--- config.mk ---
export PLATFORM = sky130hd
export DESIGN_NAME = uart_receiver
export DESIGN_NICKNAME = d
export VERILOG_FILES = /design/src/rtl/uart_receiver.sv
export SDC_FILE = /design/constraint.sdc
export NUM_CORES = 1
export LEC_CHECK = 0
export CAP_MARGIN = 10
export CORE_MARGIN = 2
export CORE_UTILIZATION = 59
export CTS_BUF_LIST = sky130_fd_sc_hd__clkbuf_8 sky130_fd_sc_hd__clkbuf_16
export DETAILED_ROUTE_END_ITERATION = 10
export HOLD_SLACK_MARGIN = 0.1
export PLACE_DENSITY_LB_ADDON = 0.05
export SLEW_MARGIN = 15
export SYNTH_ARGS = -nofsm -noshare
export SYNTH_HDL_FRONTEND = slang
export SYNTH_SLANG_ARGS = --single-unit
--- constraint.sdc ---
create_clock -name clk -period 2.75 [get_ports clk]
set_clock_uncertainty 0.15 [all_clocks]
set_input_delay 0.4125 -clock clk [delete_from_list [all_inputs] [get_ports clk]]
set_output_delay 0.4125 -clock clk [all_outputs]
set_load 0.05 [all_outputs]
--- src/rtl/uart_receiver.sv ---
// UART receiver: 16x oversampled RX with start-bit validation, optional parity and framing check.
// One registered rx_done strobe per completed frame; busy is decoded from the state register.
module uart_receiver #(
  parameter int unsigned DATA_BITS  = 8,
  parameter int unsigned STOP_TICK  = 16,
  parameter bit          PARITY_EN  = 1'b0,
  parameter bit          PARITY_ODD = 1'b0
) (
  input  logic                 clk,
  input  logic                 rst_n,
  input  logic                 sample_tick,
  input  logic                 rx_data,
  output logic [DATA_BITS-1:0] data_out,
  output logic                 rx_done,
  output logic                 frame_err,
  output logic                 parity_err,
  output logic                 busy
);

  typedef enum logic [2:0] {StIdle, StStart, StData, StParity, StStop} state_e;

  localparam logic [4:0] TickMid  = 5'd7;
  localparam logic [4:0] TickBit  = 5'd15;
  localparam logic [4:0] TickStop = 5'(STOP_TICK - 1);
  localparam logic [2:0] LastBit  = 3'(DATA_BITS - 1);

  state_e               state_q;
  logic [4:0]           tick_q;
  logic [2:0]           nbits_q;
  logic [DATA_BITS-1:0] shift_q;
  logic                 p_err_q;
  logic                 f_err_q;
  logic                 rx_meta_q, rx_sync_q, rx_prev_q;
  logic [DATA_BITS-1:0] data_out_q;
  logic                 rx_done_q, frame_err_q, parity_err_q;
  logic                 f_err_now;

  // Synchronizer and edge-detect flops reset high so a released reset never looks like a start.
  always_ff @(posedge clk or negedge rst_n) begin
    if (!rst_n) begin
      rx_meta_q <= 1'b1;
      rx_sync_q <= 1'b1;
      rx_prev_q <= 1'b1;
    end else begin
      rx_meta_q <= rx_data;
      rx_sync_q <= rx_meta_q;
      rx_prev_q <= rx_sync_q;
    end
  end

  // With one stop bit the stop sample and the commit land on the same tick.
  assign f_err_now = (tick_q == TickBit) ? ~rx_sync_q : f_err_q;

  always_ff @(posedge clk or negedge rst_n) begin
    if (!rst_n) begin
      state_q      <= StIdle;
      tick_q       <= '0;
      nbits_q      <= '0;
      shift_q      <= '0;
      p_err_q      <= 1'b0;
      f_err_q      <= 1'b0;
      data_out_q   <= '0;
      rx_done_q    <= 1'b0;
      frame_err_q  <= 1'b0;
      parity_err_q <= 1'b0;
    end else begin
      rx_done_q <= 1'b0;
      unique case (state_q)
        StIdle: begin
          if (rx_prev_q && !rx_sync_q) begin
            state_q <= StStart;
            tick_q  <= '0;
          end
        end
        StStart: begin
          if (sample_tick) begin
            if (tick_q == TickMid) begin
              tick_q  <= '0;
              nbits_q <= '0;
              state_q <= rx_sync_q ? StIdle : StData;
            end else begin
              tick_q <= tick_q + 5'd1;
            end
          end
        end
        StData: begin
          if (sample_tick) begin
            if (tick_q == TickBit) begin
              shift_q <= {rx_sync_q, shift_q[DATA_BITS-1:1]};
              tick_q  <= '0;
              if (nbits_q == LastBit) begin
                state_q <= PARITY_EN ? StParity : StStop;
              end else begin
                nbits_q <= nbits_q + 3'd1;
              end
            end else begin
              tick_q <= tick_q + 5'd1;
            end
          end
        end
        StParity: begin
          if (sample_tick) begin
            if (tick_q == TickBit) begin
              p_err_q <= (^shift_q) ^ rx_sync_q ^ PARITY_ODD;
              tick_q  <= '0;
              state_q <= StStop;
            end else begin
              tick_q <= tick_q + 5'd1;
            end
          end
        end
        StStop: begin
          if (sample_tick) begin
            if (tick_q == TickBit) begin
              f_err_q <= ~rx_sync_q;
            end
            if (tick_q == TickStop) begin
              state_q      <= StIdle;
              tick_q       <= '0;
              data_out_q   <= shift_q;
              frame_err_q  <= f_err_now;
              parity_err_q <= PARITY_EN ? p_err_q : 1'b0;
              rx_done_q    <= 1'b1;
            end else begin
              tick_q <= tick_q + 5'd1;
            end
          end
        end
        default: begin
          state_q <= StIdle;
          tick_q  <= '0;
        end
      endcase
    end
  end

  assign data_out   = data_out_q;
  assign rx_done    = rx_done_q;
  assign frame_err  = frame_err_q;
  assign parity_err = parity_err_q;
  assign busy       = (state_q != StIdle);

endmodule

* Word level (Yosys, flattened, before mapping)
Cells that the tools add are included.
Word-level totals: bits in registers 32, logic and storage cells 70, input bits 4, output and inout bits 12
Operators by class: equality and inequality tests 19, muxes and demuxes 27, bitwise logic cells 1, reduce and logical (&&, ||, !) cells 11, $add $sub $neg 2
Operators with widths (number):
- two-way mux 3 bit | 15
- two-way mux 5 bit | 5
- inequality test 2 bit (second input constant) | 11
- case mux 3 bit (5 select lines) | 1
- case mux 5 bit (3 select lines) | 1
- AND reduction 10 bit | 1
- AND reduction 3 bit | 3
- equality test 3 x 2 -> 1 bit (second input constant) | 2
- equality test 3 bit (second input constant) | 2
- case mux 3 bit (2 select lines) | 1
- AND reduction 6 bit | 1
- adder 5 x 1 -> 5 bit (second input constant) | 1
- equality test 5 x 3 -> 1 bit (second input constant) | 1
- equality test 5 x 4 -> 1 bit (second input constant) | 1
- adder 3 x 1 -> 3 bit (second input constant) | 1
- equality test 3 x 1 -> 1 bit (second input constant) | 1
- zero test 3 bit | 1
- two-way mux 1 bit | 3
- nonzero test 3 bit | 1
- OR reduction 3 bit | 1
- two-way mux 2 bit | 1
- inequality test 2 x 1 -> 1 bit (second input constant) | 1
- nonzero test 2 bit | 1
- logical AND 1 bit | 1
- other kinds (2) | 2

* Longest topological paths before layout
Gate-level depths: netlist of run 1.
depth after elaboration 5, gate-level depth with buffers 6

* Least setup slack after synthesis of run 1
Ideal clock, no wire load.
kind register to register, start register state_q[1], end register state_q[1], slack 0.923 ns, path buffers 1, data required time 2.472 ns, cell stages (with the launch flop) 6, data arrival time 1.549 ns, setup time 0.128 ns, period minus slack after synthesis 1.827 ns, path through dfrtp_1 buf_2 nor4b_2 o31ai_4 nor4b_4 mux2_1
Between the ends: cells in the longest elaborated chain, start to end 3
Ends and longest elaborated chain:
- start: declaration | line 27 | state_e state_q;
- start signal: assignment | line 56 | state_q <= StIdle;
- start signal: assignment | line 71 | state_q <= StStart;
- start signal: assignment | line 80 | state_q <= rx_sync_q ? StIdle : StData;
- equality test 3 x 2 -> 1 bit, or another cell as far along | line 68 | unique case (state_q)
- inequality test 2 bit (no source line)
- AND reduction 10 bit (no source line)
Several ways; a longest one is shown, not always the timed one. A chain may end at the register's enable or synchronous reset.

* Worst setup path in the final report of run 1
start register state_q[2], end output busy
Between the ends: cells in the longest elaborated chain, start to end 1
Ends and longest elaborated chain:
- nonzero test 3 bit | line 141 | assign busy = (state_q != StIdle);
- end: declaration | line 17 | output logic busy
Every way passes these cells.

==> out/qor.txt, run 1 <==
Outcome = completed
WL/cell = 15.8 um
Worst skew pair latency = 0.29 ns
RR Endpoint = shift_q[5]
Register area share after synthesis = 52.6%
Crit Path Max Fanout = 10
Final hold vios = 0
Area contributors post-synth = dfrtp_1, mux2_2, dfstp_2
Ys flop type = dfrtp_1
Layout area overhead = 16.3%
Vias in the first global route = 943
Max clock buf depth = 2
Min Tclk post-route = 2.53 ns
Width of the chip = 54.9 um
Initial DRC Count = 18
Crit start category = flip-flop
CTS sink cnt = 32
Crit path kind = reg -> out
Reg2Reg Depth = 4
Worst min path class = reg -> reg
Setup slack, reg-to-reg = 0.63 ns
Drt pass-1 iters = 4
Pwr dens = 837 nW/um2
Clock-pin slew on the worst setup and hold paths = 0.07 ns
Post-synth top cells = dfrtp_1, mux2_2, o21ai_0
Worst R2R Start = tick_q[0]
Vias = 974
Drt drc = 0
F_max = 0.396 GHz
Core area = 2480 um2
CP Data Arrival Time = 1.97 ns
Critical Path Start = state_q[2]
Pins Over Slew Limit = 0
GRT Residual Overflow = 0
Clk Tree Root Cell = clkbuf_8
Pin count of the biggest net entering global routing = 33
Syn Std Cell Area = 1530 um2
Crit share post-route = 91.9%
Initial Util = 61.8%
Die area = 3020 um2
Required time of the critical path = 2.19 ns
Die height = 54.9 um
Vias/cell = 5.90
CTS tree = done
Most frequent cell after synthesis = dfrtp_1
Lkg Pwr = 0.000835 uW
Slew @ Worst Pin = 0.554 ns
H-tree levels = 2
Boundary pin count = 16
Setup Fix Bufs, Post-CTS = 0
Mean Syn Cell Area = 12.9 um2
Hold WS = 0.207 ns
Post-CTS Resized = 0
Synth top area share = 47.4%
First-pass GRT wire length = 4400 um
Setup TNS = 0 ns
Post-synth EDFFs = 0
Antenna fix cells = 0
Synth cell types = 42
Critical Path End = busy
Fill cells = 185
Antenna violations before repair = 0
Layout cells sized above 1 = 26.7%
CTS Buf Count = 5
Yosys reg bits = 32
Post-synth net total = 127
Final Setup Violations = 0
Slew headroom = 63.0%
Total Routed Length = 2610 um
Dpl hpwl = 1790 um
Synth warnings = 0
Mapped Cells = 119
Hold buffers post-CTS = 0
RSZ-0062 raised after global routing = false
GRT Total Usage = 21.2%
Leading area contributor after synthesis = dfrtp_1
Max cap viols = 0
Worst VDD drop = 871 uV
GPL Wtd Cong = 0.776
Row Count = 18
Async set or reset register ratio after synthesis = 100%
PortBufs = 14
# nets final = 142
Crit. End Element = output pin
Post-DRT Antenna Nets = 0
[layer usage]
layer / global-route usage [%] / vias up / wire (um)
met5: 0 / - / 0
met4: 11.0 / 0 / 43
met3: 6.18 / 6 / 111
met2: 31.3 / 21 / 1150
met1: 28.2 / 476 / 1300
li1: - / 471 / -
[cells in the final DEF, fill, tap and decap left out, types with 2 or more instances in the layout]
| cell type | n |
|---|---|
| a22o_1 | 5 |
| and4b_1 | 2 |
| clkbuf_8 | 5 |
| clkdlybuf4s50_1 | 14 |
| dfrtp_1 | 29 |
| dfstp_2 | 3 |
| ha_1 | 4 |
| inv_1 | 2 |
| mux2_1 | 2 |
| mux2_2 | 17 |
| nand2_1 | 5 |
| nand3_1 | 4 |
| nor2_1 | 2 |
| nor3b_1 | 2 |
| o21a_1 | 2 |
| o21ai_0 | 9 |
[flip-flops by register name, indices dropped and copies added, names as in the netlist]
| register | count |
|---|---|
| data_out | 8 |
| rx_meta_q | 1 |
| frame_err | 1 |
| tick_q | 5 |
| nbits_q | 3 |
| state_q | 3 |
| rx_sync_q | 1 |
| shift_q | 8 |
| rx_prev_q | 1 |
| rx_done | 1 |
[cell families after synthesis]
| group | share of synthesized area [%] |
|---|---|
| buffers and inverters | 3.60 |
| DFF | 52.6 |
| AOI/OAI and AO/OA | 12.7 |
| muxes | 14.0 |
| and+or+nand+nor | 13.7 |
| adders and majority gates | 3.27 |
| other | 0.245 |
[final cells by class]
type | instances | area, um2 | area share, %
Sequential cell | 32 | 805 | 45.2
Multi-Input combinational cell | 78 | 671 | 37.7
Timing Repair Buffer | 15 | 148 | 8.30
Clock inverter | 3 | 42.5 | 2.39
Clock buffer | 5 | 68.8 | 3.87
Tap cell | 30 | 37.5 | 2.11
Inverter | 2 | 7.51 | 0.422
[power by group]
| group | switching [uW] | internal [uW] | total, uW |
|---|---|---|---|
| combinational | 247 | 175 | 422 |
| clock | 179 | 268 | 447 |
| sequential | 100 | 521 | 621 |
| total | 526 | 964 | 1490 |
[worst max-delay path, stage by stage, from the launching register on]
cell and delay [ns]:
dfrtp_1 0.50, or3_1 0.46, clkdlybuf4s50_1 0.72
[per-stage QoR]
step,util [%],power (uW),instances,cell area (um2),setup WS (ns)
after floorplan,-,982,119,1530,0.923
after detailed placement,67.3,1050,157,1670,0.399
after global placement,67.3,1030,157,1670,0.488
after global routing,71.8,1580,165,1780,0.163
final,71.8,1490,165,1780,0.222
after CTS,71.8,1490,165,1780,0.227
[worst min-delay path by stage]
| stage | start | slack (ns) | cells past startpoint | to |
|---|---|---|---|---|
| after detailed placement | rx_meta_q | 0.20 | 0 | rx_sync_q |
| after global routing | rx_meta_q | 0.21 | 0 | rx_sync_q |
| final | rx_meta_q | 0.21 | 0 | rx_sync_q |
| after global placement | rx_meta_q | 0.20 | 0 | rx_sync_q |
| after floorplan | rst_n | -0.03 | 0 | data_out[0] |
| after CTS | rx_meta_q | 0.21 | 0 | rx_sync_q |
(Power assumes the default switching activity.)
==> inputs of run 2 (changes only) <==
TNS_END_PERCENT = 30   (was not set)
==> results of run 2 <==
Final layout, timing and power as in run 1 (identical DEF).
